===== config.mk =====
export PLATFORM = sky130hd
export DESIGN_NAME = mer_meas_sequencer
export DESIGN_NICKNAME = d
export VERILOG_FILES = /design/src/rtl/mer_meas_sequencer.sv
export SDC_FILE = /design/constraint.sdc
export NUM_CORES = 1
export LEC_CHECK = 0
export ABC_AREA = 1
export BUFFER_PORTS_ARGS = -buffer_cell sky130_fd_sc_hd__buf_2
export CAP_MARGIN = 15
export CORE_MARGIN = 8
export CORE_UTILIZATION = 40
export DETAILED_ROUTE_END_ITERATION = 10
export GPL_TIMING_DRIVEN = 0
export PLACE_DENSITY = 0.67
export SLEW_MARGIN = 25
export SYNTH_ARGS = -nofsm -noshare
export SYNTH_HDL_FRONTEND = slang
export SYNTH_SLANG_ARGS = --single-unit
export TNS_END_PERCENT = 10

===== constraint.sdc =====
create_clock -name clk -period 3.6 [get_ports clk]
set_clock_uncertainty 0.15 [all_clocks]
set_input_delay 0.36 -clock clk [delete_from_list [all_inputs] [get_ports clk]]
set_output_delay 0.36 -clock clk [all_outputs]
set_load 0.02 [all_outputs]

===== src/rtl/mer_meas_sequencer.sv =====
// mer_meas_sequencer
//   Sequences one windowed MER / error-power measurement on the 16-QAM symbol
//   path: clear accumulators, let the channel pipeline flush, align to the
//   LFSR sync pulse, accumulate 2^WIN_LOG2 symbols, then strobe a result latch.
//
// Ports
//   clk          system clock (sys_clk)
//   reset        asynchronous active-low reset
//   clk_en       symbol enable, one clk wide
//   start        measurement request (level or pulse)
//   abort        synchronous abort, beats start
//   sync_pulse   LFSR cycle marker, qualified by clk_en
//   acc_clr      accumulator clear, one clk
//   acc_en       accumulator enable (combinational, only on clk_en in ACCUM)
//   latch        result latch strobe, one clk
//   busy         high in SETTLE / WAIT_SYNC / ACCUM / LATCH
//   done         measurement finished, held until next start or abort
//   timeout_err  no sync found; meaningful while done=1
//   sym_count    symbols accumulated in the current window
//   state        FSM state code for debug
//
// state     | meaning
// IDLE  (0) | waiting for start
// SETTLE(1) | counting pipeline-flush symbols after the clear
// WAIT  (2) | searching for sync, timeout running
// ACCUM (3) | window open, acc_en on every symbol
// LATCH (4) | one-clk result latch strobe
// DONE  (5) | result (or timeout) available
module mer_meas_sequencer #(
  parameter int WIN_LOG2     = 18,
  parameter int SETTLE_SYMS  = 32,
  parameter int TIMEOUT_SYMS = 4194304
) (
  input  logic                clk,
  input  logic                reset,
  input  logic                clk_en,
  input  logic                start,
  input  logic                abort,
  input  logic                sync_pulse,
  output logic                acc_clr,
  output logic                acc_en,
  output logic                latch,
  output logic                busy,
  output logic                done,
  output logic                timeout_err,
  output logic [WIN_LOG2-1:0] sym_count,
  output logic [2:0]          state
);

  localparam logic [2:0] S_IDLE   = 3'd0;
  localparam logic [2:0] S_SETTLE = 3'd1;
  localparam logic [2:0] S_WAIT   = 3'd2;
  localparam logic [2:0] S_ACCUM  = 3'd3;
  localparam logic [2:0] S_LATCH  = 3'd4;
  localparam logic [2:0] S_DONE   = 3'd5;

  localparam logic [7:0]          SETTLE_LOAD  = 8'(SETTLE_SYMS);
  localparam logic [22:0]         TIMEOUT_LOAD = 23'(TIMEOUT_SYMS);
  localparam logic [WIN_LOG2-1:0] SYM_LAST     = '1;
  localparam logic [WIN_LOG2-1:0] SYM_ONE      = WIN_LOG2'(1);

  logic [2:0]          state_q, state_d;
  logic [7:0]          settle_cnt_q, settle_cnt_d;
  logic [22:0]         tmo_cnt_q, tmo_cnt_d;
  logic [WIN_LOG2-1:0] sym_count_q, sym_count_d;
  logic                acc_clr_q, acc_clr_d;
  logic                latch_q, latch_d;
  logic                busy_q, busy_d;
  logic                done_q, done_d;
  logic                terr_q, terr_d;

  // state and output registers
  always_ff @(posedge clk or negedge reset) begin
    if (!reset) begin
      state_q      <= S_IDLE;
      settle_cnt_q <= '0;
      tmo_cnt_q    <= '0;
      sym_count_q  <= '0;
      acc_clr_q    <= 1'b0;
      latch_q      <= 1'b0;
      busy_q       <= 1'b0;
      done_q       <= 1'b0;
      terr_q       <= 1'b0;
    end else begin
      state_q      <= state_d;
      settle_cnt_q <= settle_cnt_d;
      tmo_cnt_q    <= tmo_cnt_d;
      sym_count_q  <= sym_count_d;
      acc_clr_q    <= acc_clr_d;
      latch_q      <= latch_d;
      busy_q       <= busy_d;
      done_q       <= done_d;
      terr_q       <= terr_d;
    end
  end

  // next state; the settle and timeout timers are down-counters that fire
  // on the enable that brings them from 1 to 0
  always_comb begin
    state_d = state_q;
    if (abort) begin
      state_d = S_IDLE;
    end else begin
      case (state_q)
        S_IDLE, S_DONE: if (start) state_d = S_SETTLE;
        S_SETTLE:       if (clk_en && settle_cnt_q == 8'd1) state_d = S_WAIT;
        S_WAIT: begin
          if (clk_en) begin
            if (sync_pulse)                 state_d = S_ACCUM;
            else if (tmo_cnt_q == 23'd1)    state_d = S_DONE;
          end
        end
        S_ACCUM:        if (clk_en && sym_count_q == SYM_LAST) state_d = S_LATCH;
        S_LATCH:        state_d = S_DONE;
        default:        state_d = S_IDLE;
      endcase
    end
  end

  // counters and registered outputs, derived from the transition being taken
  always_comb begin
    settle_cnt_d = settle_cnt_q;
    tmo_cnt_d    = tmo_cnt_q;
    sym_count_d  = sym_count_q;
    if (!abort) begin
      case (state_q)
        S_IDLE, S_DONE: begin
          if (start) begin
            settle_cnt_d = SETTLE_LOAD;
            tmo_cnt_d    = TIMEOUT_LOAD;
            sym_count_d  = '0;
          end
        end
        S_SETTLE: if (clk_en) settle_cnt_d = settle_cnt_q - 8'd1;
        S_WAIT:   if (clk_en && !sync_pulse) tmo_cnt_d = tmo_cnt_q - 23'd1;
        S_ACCUM:  if (clk_en) sym_count_d = sym_count_q + SYM_ONE;
        default: ;
      endcase
    end

    acc_clr_d = (state_q == S_IDLE || state_q == S_DONE) && (state_d == S_SETTLE);
    latch_d   = (state_d == S_LATCH);
    busy_d    = (state_d == S_SETTLE) || (state_d == S_WAIT) ||
                (state_d == S_ACCUM)  || (state_d == S_LATCH);
    done_d    = (state_d == S_DONE);
    // timeout_err is set only by the WAIT->DONE exit and survives while DONE holds
    terr_d    = (state_d == S_DONE) &&
                ((state_q == S_WAIT) || (state_q == S_DONE && terr_q));
  end

  assign acc_en      = (state_q == S_ACCUM) && clk_en;
  assign acc_clr     = acc_clr_q;
  assign latch       = latch_q;
  assign busy        = busy_q;
  assign done        = done_q;
  assign timeout_err = terr_q;
  assign sym_count   = sym_count_q;
  assign state       = state_q;

endmodule

* Yosys cells after proc, flatten, opt, wreduce, memory -nomap -nowiden
Index checks and enable logic that the tools add are counted.
Operators by class: add/subtract/negate cells 3, equality and inequality tests 17, multiplexer cells 17, bitwise logic cells 1, reductions and logical operators 21
Operators by type and width (count):
- 23-bit two-way mux | 2
- 23-bit case mux with 2 select lines | 1
- 18-bit two-way mux | 2
- 18-bit case mux with 2 select lines | 1
- 23-bit by 1-bit == test with 1-bit output, second input constant | 1
- 23-bit by 1-bit subtractor with 23-bit output, second input constant | 1
- 3-bit two-way mux | 7
- 18-bit by 1-bit adder with 18-bit output, second input constant | 1
- 18-bit == test, second input constant | 1
- 8-bit two-way mux | 2
- 8-bit case mux with 2 select lines | 1
- 3-bit case mux with 5 select lines | 1
- 3-bit by 2-bit == test with 1-bit output, second input constant | 4
- 3-bit == test, second input constant | 4
- 4-bit AND reduction | 3
- 8-bit by 1-bit == test with 1-bit output, second input constant | 1
- 2-bit != test, second input constant | 4
- 8-bit by 1-bit subtractor with 8-bit output, second input constant | 1
- 1-bit logical AND | 7
- 3-bit by 1-bit == test with 1-bit output, second input constant | 2
- 2-bit nonzero test | 3
- 1-bit logical OR | 5
- 3-bit zero test | 1
- 2-bit OR reduction | 1
- other kinds (2) | 2
Word-level totals: flip-flop bits (word level) 57, bits of input ports 6, output and inout port bits 27, logic and storage cells 68

* Depth between registers and ports, before layout
depth in word-level cells 10, gate-level depth with buffers 14, gate-level depth less buffers 13

* Worst setup path after synthesis
OpenSTA, ideal clock, no wires.
kind register -> register, start point register state_q[2] (netlist: state[2]), end point register sym_count_q[11] (netlist: sym_count[11]), library setup time 0.135 ns, arrival time 1.757 ns, required time 3.315 ns, slack 1.558 ns, stages on the path, launching flop included 11, buffers on the path 2, clock period less this slack 2.042 ns, cell sequence dfrtp_1 buf_2 nor3_4 nand2_2 nand2_1 nand2_2 nor2_4 inv_2 buf_2 o21ai_0 a21oi_1
On the way: cells in the longest elaborated chain, start to end 4, elaborated cells on any way between the ends 9
Ends and longest elaborated chain:
- start: declaration | RTL line 62 | logic [2:0] state_q, state_d;
- start signal: assignment | RTL line 85 | state_q <= state_d;
- 3-bit == test or 3-bit zero test (tied branches) | RTL line 126 | case (state_q)
- 2-bit OR reduction | RTL line 126
- 2-bit != test (no line) or 2-bit nonzero test (tied branches)
- 4-bit AND reduction (no line)
- end signal: assignment | RTL line 88 | sym_count_q <= sym_count_d;
- end: declaration | RTL line 65 | logic [WIN_LOG2-1:0] sym_count_q, sym_count_d;
Several ways; a longest one is shown, not always the timed one. A chain may end at the register's enable or synchronous reset.

* Final worst setup path
Ends and elaborated chain as after synthesis.

==> run metrics <==
VDD IR-drop max around 0.23 mV; register area share after synthesis 0.431; CTS tree done; DR pass1 iterations 4; crit path max-delay cell type nor3_4; diode count 0; dpl hpwl around 5900 µm; worst setup margin roughly 1300 ps; setup_tns 0 ps; row count 33; Chip Height between 100 and 150 µm; clock latency on the worst-skew pair approximately 340 ps; layout cells sized above 1 0.141; Clock Sinks 57; die area between 10000 and 15000 µm²; Critical Path AT between 2000 and 2500 ps; via-per-instance ratio 5.07; top-area cell type share of the netlist area 0.431; M2 GR Usage 0.258; cell taking the most area after synthesis dfrtp_1; Tot GR Track Use 0.149; GRT overflow 0; Most Used Layer, Global Route met2; mean post-synth cell area between 7 and 8 µm²; core area between 8000 and 9000 µm²; met1 global-route usage 0.167; Starting Density 0.407; CP cell instances buf_2, nor3_4, nand2_2, nand2_1, nand2_2, nor2_4, inv_2, buf_2, o21ai_0, a21oi_1; commonest non-fill, non-tap cell in the layout nand2_1; final instance area between 3000 and 4000 µm²; Post-Syn Nets about 470; delay-heaviest family, CP simple AND/OR/NAND/NOR gates; chip width between 100 and 150 µm; Setup CP Type register to register; WL final 7940 µm; GR Util met3 0.0552; final cycle utilization of the critical path 0.648; largest net degree at the start of global routing 58; dpl cell area roughly 3600 µm²; DP Worst Slack 1260 ps; Final setup violation count 0; Pleak around 0.0020 µW; 1st-iter DRT viols about 180; Cell Pwr Density between 500 and 600 nW/µm²; routed len/inst 13.1 µm; Placer Congestion about 0.86; CP required about 3700 ps; cts bufs inserted 9; synth top area cells dfrtp_1, nand2_1, nor2_1, inv_1, o21ai_0; final hold vios 0; Slew @ Worst Pin just over 700 ps; global-route wire length before repair about 14000 µm; Port Buffers 32; most frequent cells in the layout nand2_1, nor2_1, inv_1; Final ANT Viol Nets 0; max cap viols 0; Clock Path Buffers 2; drt drc 0; maximum clock rate 429 MHz; Rel. slew slack 0.521; Final Max Tran Viols 0; crit-path max cell delay 490 ps; Hold Path Class input port to register; crit path launch type register; CTS root buf clkbuf_8; unrepaired setup endpoints after global routing false; I/O pin count 33; nets between 500 and 600; Critical Path Sink Type register; P&R area growth vs syn 14.6%; Worst Path Max Fanout 10; Yosys Warn Count 0; vias in the first global route 3172; H-tree depth 3; initial antenna violation count 0; post-synthesis cell type count 29; Worst-path clk slew approximately 70 ps; status finished, final reports clean; Netlist Area Pre-Place roughly 3300 µm²; CP bufs+invs 3; Mapped Cells between 400 and 500; #FFs+latches synth 57; post-route minimum period approximately 2300 ps; Vias ~3000
[sequential cells by signal, summed over array words and instances (netlist names)]
name and count:
settle_cnt_q 8, state 3, busy 1, done 1, tmo_cnt_q 23, timeout_err 1
acc_clr 1, latch 1, sym_count 18
[report_power, final]
part	switching [µW]	internal, µW
Clock	253	299
Sequential	91.3	748
Combinational	554	264
Total	899	1310
[path summary, 6_finish.rpt]
kind | start | end | slack, ps | cells after the start
worst min-delay path | abort | state[1]$_DFF_PN0_ | 200 | 4
max in group asynchronous | reset | timeout_err$_DFF_PN0_ | 2350 | 2
min in group asynchronous | reset | tmo_cnt_q[9]$_DFFE_PN0P_ | 480 | 2
worst min register to register | tmo_cnt_q[4]$_DFFE_PN0P_ | tmo_cnt_q[4]$_DFFE_PN0P_ | 350 | 1
worst max-delay path | state[2]$_DFF_PN0_ | sym_count[11]$_DFFE_PN0P_ | 1270 | 10
worst max register to register | state[2]$_DFF_PN0_ | sym_count[11]$_DFFE_PN0P_ | 1270 | 10
[worst register-to-register path: stages (launching register included)]
cell and delay [ps]:
dfrtp_1 370, buf_2 180, nor3_4 490, nand2_2 90, nand2_1 90, nand2_2 140
nor2_4 230, inv_2 90, buf_2 200, o21ai_0 110, a21oi_1 60
[synthesized netlist by cell type]
| cell type | instances |
|---|---|
| nand2_1 | 102 |
| nor2_1 | 69 |
| inv_1 | 60 |
| dfrtp_1 | 57 |
| o21ai_0 | 33 |
| a21oi_1 | 28 |
| nand3_1 | 26 |
| nand4_1 | 19 |
| nor3_1 | 10 |
| inv_2 | 6 |
| buf_2 | 5 |
| ha_1 | 5 |
| xor2_1 | 5 |
| nand2_2 | 3 |
| nand3b_1 | 3 |
| nor3_4 | 3 |
| nor4_1 | 3 |
| o31ai_1 | 3 |
| nor2_4 | 2 |
| nor3_2 | 2 |
| o21ai_1 | 2 |
| o22ai_1 | 2 |
| a21o_1 | 1 |
| a21oi_2 | 1 |
| a31oi_1 | 1 |
| buf_6 | 1 |
| nor3b_2 | 1 |
| or2_0 | 1 |
| xnor2_1 | 1 |
[layout make-up]
type | count | area (µm²)
plain buffers | 6 | 36.3
clock buffers | 12 | 165
clock inverters | 3 | 15.0
fillers | 822 | 4340
inverters | 66 | 248
multi-input cells | 326 | 1600
flip-flops and latches | 57 | 1430
well taps | 105 | 131
repair buffers | 33 | 173
[layer usage]
| layer | routed length, µm | part of all wire |
|---|---|---|
| met5 | 0 | 0 |
| met3 | 470 | 0.059 |
| met2 | 3850 | 0.48 |
| met4 | 151 | 0.019 |
| met1 | 3470 | 0.44 |
[metrics by stage]
stage	utilization	cells	hold WS (ps)	power (µW)
after floorplan	-	455	-85.6	1460
after global placement	0.443	592	320	1640
after detailed placement	0.443	592	327	1660
after CTS	0.466	608	188	2230
after global routing	0.466	608	230	2400
final	0.466	608	202	2210
[cells by family after synthesis]
group,count (synthesis),share of synthesized area
adders and majority gates,5,0.0189
DFF,57,0.431
and+or+nand+nor,244,0.336
AOI/OAI and AO/OA,71,0.113
xor gates and xnor gates,6,0.0159
buffers and inverters,72,0.0858
[repair_timing]
action	in CTS	in global routing
resized for setup	0	0
endpoints found under the hold margin	57	0
setup buffers	0	0
hold buffers	1	0
Power figures use the tool's default switching activity.
